### config.mk
export PLATFORM = sky130hd
export DESIGN_NAME = wb_writer
export DESIGN_NICKNAME = d
export VERILOG_FILES = /design/src/rtl/wb_writer.sv
export SDC_FILE = /design/constraint.sdc
export NUM_CORES = 1
export LEC_CHECK = 0
export CAP_MARGIN = 5
export CORE_MARGIN = 8
export CORE_UTILIZATION = 40
export CTS_CLUSTER_SIZE = 14
export DETAILED_ROUTE_END_ITERATION = 10
export PLACE_DENSITY_LB_ADDON = 0.25
export SYNTH_ARGS = -nofsm -noshare
export SYNTH_HDL_FRONTEND = slang
export SYNTH_SLANG_ARGS = --single-unit
### constraint.sdc
create_clock -name clk -period 11.2 [get_ports clk]
set_input_delay 2.24 -clock clk [delete_from_list [all_inputs] [get_ports clk]]
set_output_delay 2.24 -clock clk [all_outputs]
set_load 0.1 [all_outputs]
### src/rtl/wb_writer.sv
// -----------------------------------------------------------------------------
// wb_writer
//
// Writeback arbiter and register-file write-port driver.
//
// The ALU and the load/store unit each offer one result at a time over a
// valid/ready handshake. The ALU normally wins. If the LSU is refused for
// STARVE_MAX consecutive cycles, it wins the next cycle instead. The winning
// result is registered into a single-entry output stage, which drives the
// register-file write port (A3/WD3/WE3) during the following cycle. A 32-bit
// pending-write scoreboard (busy) is kept for the issue stage's hazard checks.
//
// Compile-time option:
//   WB_FWD_EN  When defined, builds a write-cycle forwarding path for two read
//              ports (rs1/rs2). When undefined, the fwd* outputs are tied to 0
//              and no compare logic is built.
//
// Parameters:
//   STARVE_MAX  Consecutive cycles the LSU may be refused while valid before it
//               is forced to win (1..15).
//
// Ports:
//   clk                    clock; all state updates on the rising edge
//   rst                    asynchronous, active-high reset
//   alu_valid/alu_ready    ALU result handshake
//   alu_rd, alu_data       ALU destination register and result
//   lsu_valid/lsu_ready    LSU result handshake
//   lsu_rd, lsu_data       LSU destination register and result
//   iss_valid, iss_rd      issued instruction with a register destination
//   busy[31:0]             scoreboard; bit n=1 means a write to xn is pending
//   A3, WD3, WE3           register-file write port
//   rs1, rs2               consumer read addresses (forwarding compare)
//   fwd1_hit, fwd2_hit     forwarding valid for rs1 / rs2
//   fwd1_data, fwd2_data   forwarded value (0 when there is no hit)
// -----------------------------------------------------------------------------
module wb_writer #(
    parameter int STARVE_MAX = 3
) (
    input  logic        clk,
    input  logic        rst,

    input  logic        alu_valid,
    output logic        alu_ready,
    input  logic [4:0]  alu_rd,
    input  logic [31:0] alu_data,

    input  logic        lsu_valid,
    output logic        lsu_ready,
    input  logic [4:0]  lsu_rd,
    input  logic [31:0] lsu_data,

    input  logic        iss_valid,
    input  logic [4:0]  iss_rd,

    output logic [31:0] busy,

    output logic [4:0]  A3,
    output logic [31:0] WD3,
    output logic        WE3,

    input  logic [4:0]  rs1,
    input  logic [4:0]  rs2,
    output logic        fwd1_hit,
    output logic        fwd2_hit,
    output logic [31:0] fwd1_data,
    output logic [31:0] fwd2_data
);

    localparam logic [3:0] STARVE_LIMIT = 4'(STARVE_MAX);

    typedef enum logic {
        WB_IDLE = 1'b0,   // nothing to write this cycle
        WB_PEND = 1'b1    // output stage holds a result being written
    } wb_state_t;

    // -------------------------------------------------------------------------
    // Arbitration (combinational, current cycle)
    // -------------------------------------------------------------------------
    logic [3:0]  starve_cnt_reg;
    logic [3:0]  starve_cnt_next;
    logic        force_lsu;
    logic        alu_hs;
    logic        lsu_hs;
    logic [4:0]  win_rd;
    logic [31:0] win_data;

    assign force_lsu = (starve_cnt_reg == STARVE_LIMIT);

    // Readies are also held low while rst is asserted. That keeps them at 0
    // for the whole reset window, even if a producer asserts valid early.
    assign alu_ready = !rst && alu_valid && !force_lsu;
    assign lsu_ready = !rst && lsu_valid && (!alu_valid || force_lsu);

    assign alu_hs = alu_valid && alu_ready;
    assign lsu_hs = lsu_valid && lsu_ready;

    // The two readies are mutually exclusive, so a simple priority mux is
    // enough to select the winner.
    always_comb begin
        win_rd   = lsu_rd;
        win_data = lsu_data;
        if (alu_hs) begin
            win_rd   = alu_rd;
            win_data = alu_data;
        end
    end

    // Starvation counter: counts consecutive refused-while-valid LSU cycles
    // and saturates at the limit. It clears as soon as the LSU either wins or
    // withdraws.
    always_comb begin
        starve_cnt_next = starve_cnt_reg;
        if (!lsu_valid || lsu_hs) begin
            starve_cnt_next = 4'd0;
        end else if (starve_cnt_reg != STARVE_LIMIT) begin
            starve_cnt_next = starve_cnt_reg + 4'd1;
        end
    end

    // -------------------------------------------------------------------------
    // Single-entry output stage
    // -------------------------------------------------------------------------
    wb_state_t   wb_state_reg;
    logic [4:0]  a3_reg;
    logic [31:0] wd3_reg;
    logic        we3_int;

    always_ff @(posedge clk or posedge rst) begin
        if (rst) begin
            wb_state_reg   <= WB_IDLE;
            a3_reg         <= 5'd0;
            wd3_reg        <= 32'd0;
            starve_cnt_reg <= 4'd0;
        end else begin
            starve_cnt_reg <= starve_cnt_next;
            if (alu_hs || lsu_hs) begin
                wb_state_reg <= WB_PEND;
                a3_reg       <= win_rd;
                wd3_reg      <= win_data;
            end else begin
                // Address and data hold their values. Only the write is dropped.
                wb_state_reg <= WB_IDLE;
            end
        end
    end

    // Results aimed at x0 take a slot in the output stage but never write.
    // WE3 is derived from the registered state. Because that state is cleared
    // asynchronously, WE3 falls as soon as rst rises.
    assign we3_int = (wb_state_reg == WB_PEND) && (a3_reg != 5'd0);

    assign A3  = a3_reg;
    assign WD3 = wd3_reg;
    assign WE3 = we3_int;

    // -------------------------------------------------------------------------
    // Pending-write scoreboard
    // -------------------------------------------------------------------------
    // x0 is never pending.
    assign busy[0] = 1'b0;

    for (genvar gi = 1; gi < 32; gi++) begin : g_sb
        logic set_bit;
        logic clr_bit;
        logic busy_bit_reg;

        assign set_bit = iss_valid && (iss_rd == 5'(gi));
        assign clr_bit = we3_int && (a3_reg == 5'(gi));

        // A new issue to the same register in the cycle its previous write
        // retires must leave the bit set. The newer write is still
        // outstanding, so set takes priority over clear.
        always_ff @(posedge clk or posedge rst) begin
            if (rst) begin
                busy_bit_reg <= 1'b0;
            end else if (set_bit) begin
                busy_bit_reg <= 1'b1;
            end else if (clr_bit) begin
                busy_bit_reg <= 1'b0;
            end
        end

        assign busy[gi] = busy_bit_reg;
    end

    // -------------------------------------------------------------------------
    // Write-cycle forwarding
    // -------------------------------------------------------------------------
`ifdef WB_FWD_EN
    // While WE3 is high, the register file still returns the old value for
    // A3. The in-flight write data is bypassed to any matching read port.
    // Because WE3 already excludes x0, a read of x0 never hits.
    assign fwd1_hit  = we3_int && (a3_reg == rs1);
    assign fwd2_hit  = we3_int && (a3_reg == rs2);
    assign fwd1_data = fwd1_hit ? wd3_reg : 32'd0;
    assign fwd2_data = fwd2_hit ? wd3_reg : 32'd0;
`else
    logic fwd_unused;

    // The read addresses are accepted but not used when forwarding is absent.
    assign fwd_unused = ^{rs1, rs2};

    assign fwd1_hit  = 1'b0;
    assign fwd2_hit  = 1'b0;
    assign fwd1_data = 32'd0;
    assign fwd2_data = 32'd0;
`endif

endmodule
==> impl_results.md, run 1 <==
* Commonest non-fill, non-tap cells in the layout: clkdlybuf4s50_1, dfrtp_1, conb_1
* Routed vias/inst at 4.71
* Initial Util at 41.2%
* Synth area leaders: dfrtp_1, buf_4, mux2_2
* RSZ-0062 raised after global routing: no
* Die Width at 119 um
* Slew @ Worst Pin at 1060 ps
* IO Port Bufs at 154
* CTS sink cnt at 73
* Area Overhead vs Synth at 32.5%
* Flop pwr share at 23.7%
* Sw frac at 56.7%
* Distinct cells, synth at 35
* Drt total wl at 11.1 mm
* Final hold violation count at 0
* Max FO, Critical Path at 39
* Post-route ant nets at 0
* Worst min path class: flop to flop
* H-tree Lvls at 3
* Hpwl dp at 8.57 mm
* DRC at 0
* Die area at 14200 um2
* Fin. max-slew vios at 0
* Net Sw Power at 0.000931 W
* Largest net degree at the start of global routing at 74
* Critical path class: input port to output pin
* Postcts setup bufs at 0
* Synth Flop Type: dfrtp_1
* Core area at 10300 um2
* DRT iter0 DRCs at 124
* Yosys top cell by area: dfrtp_1
* Pre-Repair DR Iteration Count at 4
* Final Setup Violations at 0
* TritonCTS clock tree: yes
* Syn Inst Count at 376
* Slowest stage delay, CP at 1190 ps
* Clk root buf: clkbuf_8
* Max VDD drop at 0.208 mV
* Wire per inst at 17.4 um
* Clock transition at path regs at 70 ps
* ANT cells at 0
* Pre-CTS WS at 4230 ps
* Rows at 37
* Post-synthesis register bit count at 73
* Setup TNS at 0 ps
* CTS Hold Bufs at 0
* GRT Overall Usage at 15.6%
* Fraction of layout cells with a size suffix above 1 at 19.7%
* R2R setup slack at 9080 ps
* Vias in the first global route at 3327
* WP buf/inv at 2
* EDFF count, synth at 0
* Mapped Area at 4250 um2
* CP startpoint kind: input port
* MaxCap Viol Count at 0
* NumNets Final at 593
* WP data required at 8960 ps
* Status: completed
* Delay-heaviest family, CP: buffers and inverters
* Register area share after synthesis at 43.0%
* Max Fclk at 0.144 GHz
* GPL Wtd Cong at 0.816
* Setup ws final at 4260 ps
* Most common cell after layout, fill and taps aside: clkdlybuf4s50_1
* Die Y at 119 um
* Gr ovfl total at 0
* Ys Warns at 0
* Clock network power share at 15.4%
* Gate power share at 60.9%
* Crit-path most repeated cell: clkdlybuf4s50_1
* Final period util at 62.0%
* CTS Buf Count at 9
* Kind of end point of the critical path: output pin
* Share of the synthesized area in the top cell type at 43.0%
* Critical path, cell by cell: clkdlybuf4s50_1 > nand2b_4 > a21oi_1 > clkdlybuf4s50_1
* PostCTS Resize Cnt at 0
* PwrDens at 291 nW/um2
* Via Count at 3011
* Initial antenna violation count at 0
* First-pass GRT wire length at 17.8 mm
* Internal Pwr Total at 0.000711 W
* Period minus WS final at 6940 ps
* Lkg Pwr at 2.37 nW
* FILL cells at 911
* Clock Path Buffers at 2
* Slowest CP cell: clkdlybuf4s50_1
* Clock Latency Late Sink at 340 ps
* Max reg flops at 32
* Syn avg cell area at 11.3 um2
* Slew headroom at 29.1%
* Critical Path AT at 4700 ps
* Worst Skew at 9.56 ps
* Io pins at 232
* Ys async rst share at 100%
through the flow:
stage	hold WS (ps)	instance area (um2)	total power (W)	utilization, %	cells
after CTS	516	5630	0.00165	54.6	639
after global routing	542	5630	0.00170	54.6	639
after global placement	490	5390	0.00139	52.2	623
after detailed placement	500	5390	0.00140	52.2	623
after floorplan	471	4500	0.00127	-	442
final	508	5630	0.00164	54.6	639
worst paths after layout:
| check | start | to | depth (start not counted) |
|---|---|---|---|
| min | g_sb[25].busy_bit_reg | g_sb[25].busy_bit_reg | 2 |
| max reg2reg | starve_cnt_reg[0] | WD3[20] | 5 |
| max in group asynchronous | rst | g_sb[30].busy_bit_reg | 3 |
| min reg2reg | g_sb[25].busy_bit_reg | g_sb[25].busy_bit_reg | 2 |
| min in group asynchronous | rst | WD3[0] | 3 |
| max | rst | lsu_ready | 4 |
layer usage:
| layer | wire [um] | part of all wire (%) | track usage (%) | vias to the layer above |
|---|---|---|---|---|
| li1 | - | - | - | 1388 |
| met1 | 4110 | 37 | 16.6 | 1466 |
| met2 | 5300 | 48 | 25.2 | 147 |
| met3 | 1630 | 15 | 9.83 | 10 |
| met4 | 95 | 0.85 | 4.27 | 0 |
| met5 | 0 | 0 | 0 | - |
logic make-up (layout without fill, tap and decap cells):
family | count (synthesis) | after routing | synth area share [%]
buffers and inverters | 113 | 174 | 19.9
muxes | 74 | 74 | 21.0
DFF | 73 | 73 | 43.0
AOI/OAI and AO/OA | 69 | 69 | 8.38
and+or+nand+nor | 44 | 44 | 7.21
adders and majority gates | 1 | 1 | 0.294
other | 1 | 67 | 0.0882
xor gates and xnor gates | 1 | 1 | 0.206
power groups by stage:
stage                     clock (W)  sequential, W  combinational (W)
after detailed placement          0       0.000394            0.00100
final                      0.000252       0.000389           0.000999
after floorplan                   0       0.000532           0.000736
after CTS                  0.000259       0.000389            0.00101
after global placement            0       0.000390           0.000997
after global routing       0.000269       0.000400            0.00103
synth_stat cells (3+ instances only):
cell       instances
o21ai_0           63
or2_2              3
dfrtp_1           73
nand2b_1          10
clkbuf_1           5
mux2_2            58
nand4b_1           5
mux2_4            16
nand4bb_1          3
nand2_1            4
a21oi_1            3
buf_4            100
nand3_1            4
worst register-to-register path, stage by stage, from the launching register on:
cell and delay [ps]:
dfrtp_1 390, ha_1 210, or3b_4 420, nand3_2 90, buf_4 470, mux2_2 420
cell type report:
class	instances	area (um2)	area share [%]
Multi-Input combinational cell	256	1830	32.5
Clock inverter	6	105	1.87
Sequential cell	73	1830	32.4
Inverter	2	7.51	0.133
Timing Repair Buffer	156	1560	27.6
Clock buffer	10	138	2.44
Tap cell	136	170	3.02
(Power assumes the default switching activity.)
==> inputs of run 2 (changes only) <==
==> constraint.sdc (replaced) <==
create_clock -name clk -period 6.6 [get_ports clk]
set_input_delay 1.32 -clock clk [delete_from_list [all_inputs] [get_ports clk]]
set_output_delay 1.32 -clock clk [all_outputs]
set_load 0.1 [all_outputs]
==> impl_results.md, run 2 (synthesized netlist as in run 1, its figures left out) <==
* Clock transition at path regs at 80 ps (about the same)
* H-tree Lvls at 3 (unchanged)
* CTS Hold Bufs at 0 (unchanged)
* TritonCTS clock tree: yes
* Rows at 37 (unchanged)
* Slew headroom at 29.5% (+0.40 points)
* DRC at 0 (unchanged)
* IO Port Bufs at 154 (unchanged)
* Hpwl dp at 8.48 mm (-1.1%)
* PwrDens at 483 nW/um2 (+66%)
* R2R setup slack at 4470 ps (-4610 ps)
* Clk root buf: clkbuf_8
* Status: completed
* Area Overhead vs Synth at 31.2%
* Post-DP Area at 5390 um2 (about the same)
* Drt total wl at 11.1 mm (about the same)
* Final instance area at 5580 um2 (-0.93%)
* Critical path class: input port to output pin
* Slew @ Worst Pin at 1050 ps (-6.03 ps)
* Setup ws final at 1490 ps (-2770 ps)
* RSZ-0062 raised after global routing: no
* Worst-case reg-to-reg path depth at 5 (unchanged)
* Initial antenna violation count at 0 (unchanged)
* Most common cell after layout, fill and taps aside: clkdlybuf4s50_1
* Gr ovfl total at 0 (unchanged)
* WP data required at 5280 ps (-3680 ps)
* Worst min path class: flop to flop
* FF-to-FF Start: starve_cnt_reg[0]
* ANT cells at 0 (unchanged)
* Worst R2R End: WD3[12]
* CP startpoint kind: input port
* DRT iter0 DRCs at 100 (-19%)
* Final hold violation count at 0 (unchanged)
* Via Count at 3019 (+0.27%)
* Pre-Repair DR Iteration Count at 4 (unchanged)
* Die Y at 119 um (unchanged)
* Kind of end point of the critical path: output pin
* Max Fclk at 0.196 GHz
* CTS sink cnt at 73 (unchanged)
* Final Setup Violations at 0 (unchanged)
* Clock Latency Late Sink at 350 ps (about the same)
* Vias in the first global route at 3190 (-4.1%)
* Routed vias/inst at 4.72 (+0.27%)
* Hold WS at 513 ps (+4.77 ps)
* MaxCap Viol Count at 0 (unchanged)
* Worst Skew at 11.0 ps (+1.40 ps)
* GRT Overall Usage at 15.1% (-0.48 points)
* PostCTS Resize Cnt at 0 (unchanged)
* Period minus WS final at 5110 ps
* Hold worst-path end: g_sb[24].busy_bit_reg
* GPL Wtd Cong at 0.796 (-2.5%)
* Largest net degree at the start of global routing at 74 (unchanged)
* Die area at 14200 um2 (unchanged)
* Core area at 10300 um2 (unchanged)
* Final core utilization at 54.1% (-0.51 points)
* CTS Buf Count at 9 (unchanged)
* Worst min-delay path startpoint: g_sb[24].busy_bit_reg
* Io pins at 232 (unchanged)
* Pre-CTS WS at 1470 ps (-2770 ps)
* Lkg Pwr at 2.34 nW (-0.93%)
* Max reg flops at 32 (unchanged)
* Postcts setup bufs at 0 (unchanged)
* Clock Path Buffers at 2 (unchanged)
* Max VDD drop at 0.451 mV (+120%)
* Max FO, Critical Path at 39 (unchanged)
* NumNets Final at 593 (unchanged)
* Hold path depth at 2 (unchanged)
* Initial Util at 41.2% (unchanged)
* Die Width at 119 um (unchanged)
* Setup TNS at 0 ps (unchanged)
* Post-route ant nets at 0 (unchanged)
* Fin. max-slew vios at 0 (unchanged)
* Commonest non-fill, non-tap cells in the layout: clkdlybuf4s50_1, dfrtp_1, conb_1
* First-pass GRT wire length at 17.2 mm (-3.3%)
* Fraction of layout cells with a size suffix above 1 at 19.7% (unchanged)
* Final period util at 77.4%
* Wire per inst at 17.4 um (about the same)
* Critical Path AT at 3790 ps (-910 ps)
run 2: cell count changes in the layout (fill, tap and decap cells not counted), sizes merged:
cell	change
clkdlybuf4s50	-1
clkinv	-1
clkbuf	+4
buf	+1
bufinv	-3
run 2: report_power, final:
group | internal, W | switching (W)
sequential | 0.000578 | 0.0000789
combinational | 0.000368 | 0.00133
clock | 0.000177 | 0.000166
total | 0.00112 | 0.00157
run 2: per-stage QoR:
| step | instances | total power, W |
|---|---|---|
| final | 639 | 0.00270 |
| after global routing | 639 | 0.00279 |
| after CTS | 639 | 0.00272 |
| after detailed placement | 623 | 0.00237 |
| after global placement | 623 | 0.00235 |
| after floorplan | 442 | 0.00215 |
run 2: worst max-delay path by stage:
| stage | from | endpoint | slack [ps] |
|---|---|---|---|
| global route | rst | lsu_ready | 1340 |
| detailed placement | rst | lsu_ready | 1470 |
| global placement | rst | lsu_ready | 1500 |
| floorplan | rst | alu_ready | 1170 |
| finish | rst | lsu_ready | 1490 |
| CTS | rst | lsu_ready | 1450 |
run 2: area by class of cell:
class	instances	area (um2)
Multi-Input combinational cell	256	1830
Sequential cell	73	1830
Clock inverter	2	10.0
Fill cell	939	4740
Tap cell	136	170
Clock buffer	14	183
Timing Repair Buffer	156	1550
Inverter	2	7.51
run 2: worst max-delay path, stage by stage:
cell             delay, ps
clkdlybuf4s50_1        540
nand2b_4               490
a21oi_1                260
clkdlybuf4s50_1       1170
run 2: per-layer routing:
layer | part of all wire [%] | wire length (um) | GRT usage [%] | vias up
met3 | 15 | 1670 | 9.40 | 11
li1 | - | - | - | 1384
met1 | 36 | 4030 | 15.7 | 1463
met2 | 48 | 5310 | 24.6 | 161
met4 | 1.1 | 119 | 4.98 | 0
met5 | 0 | 0 | 0 | -
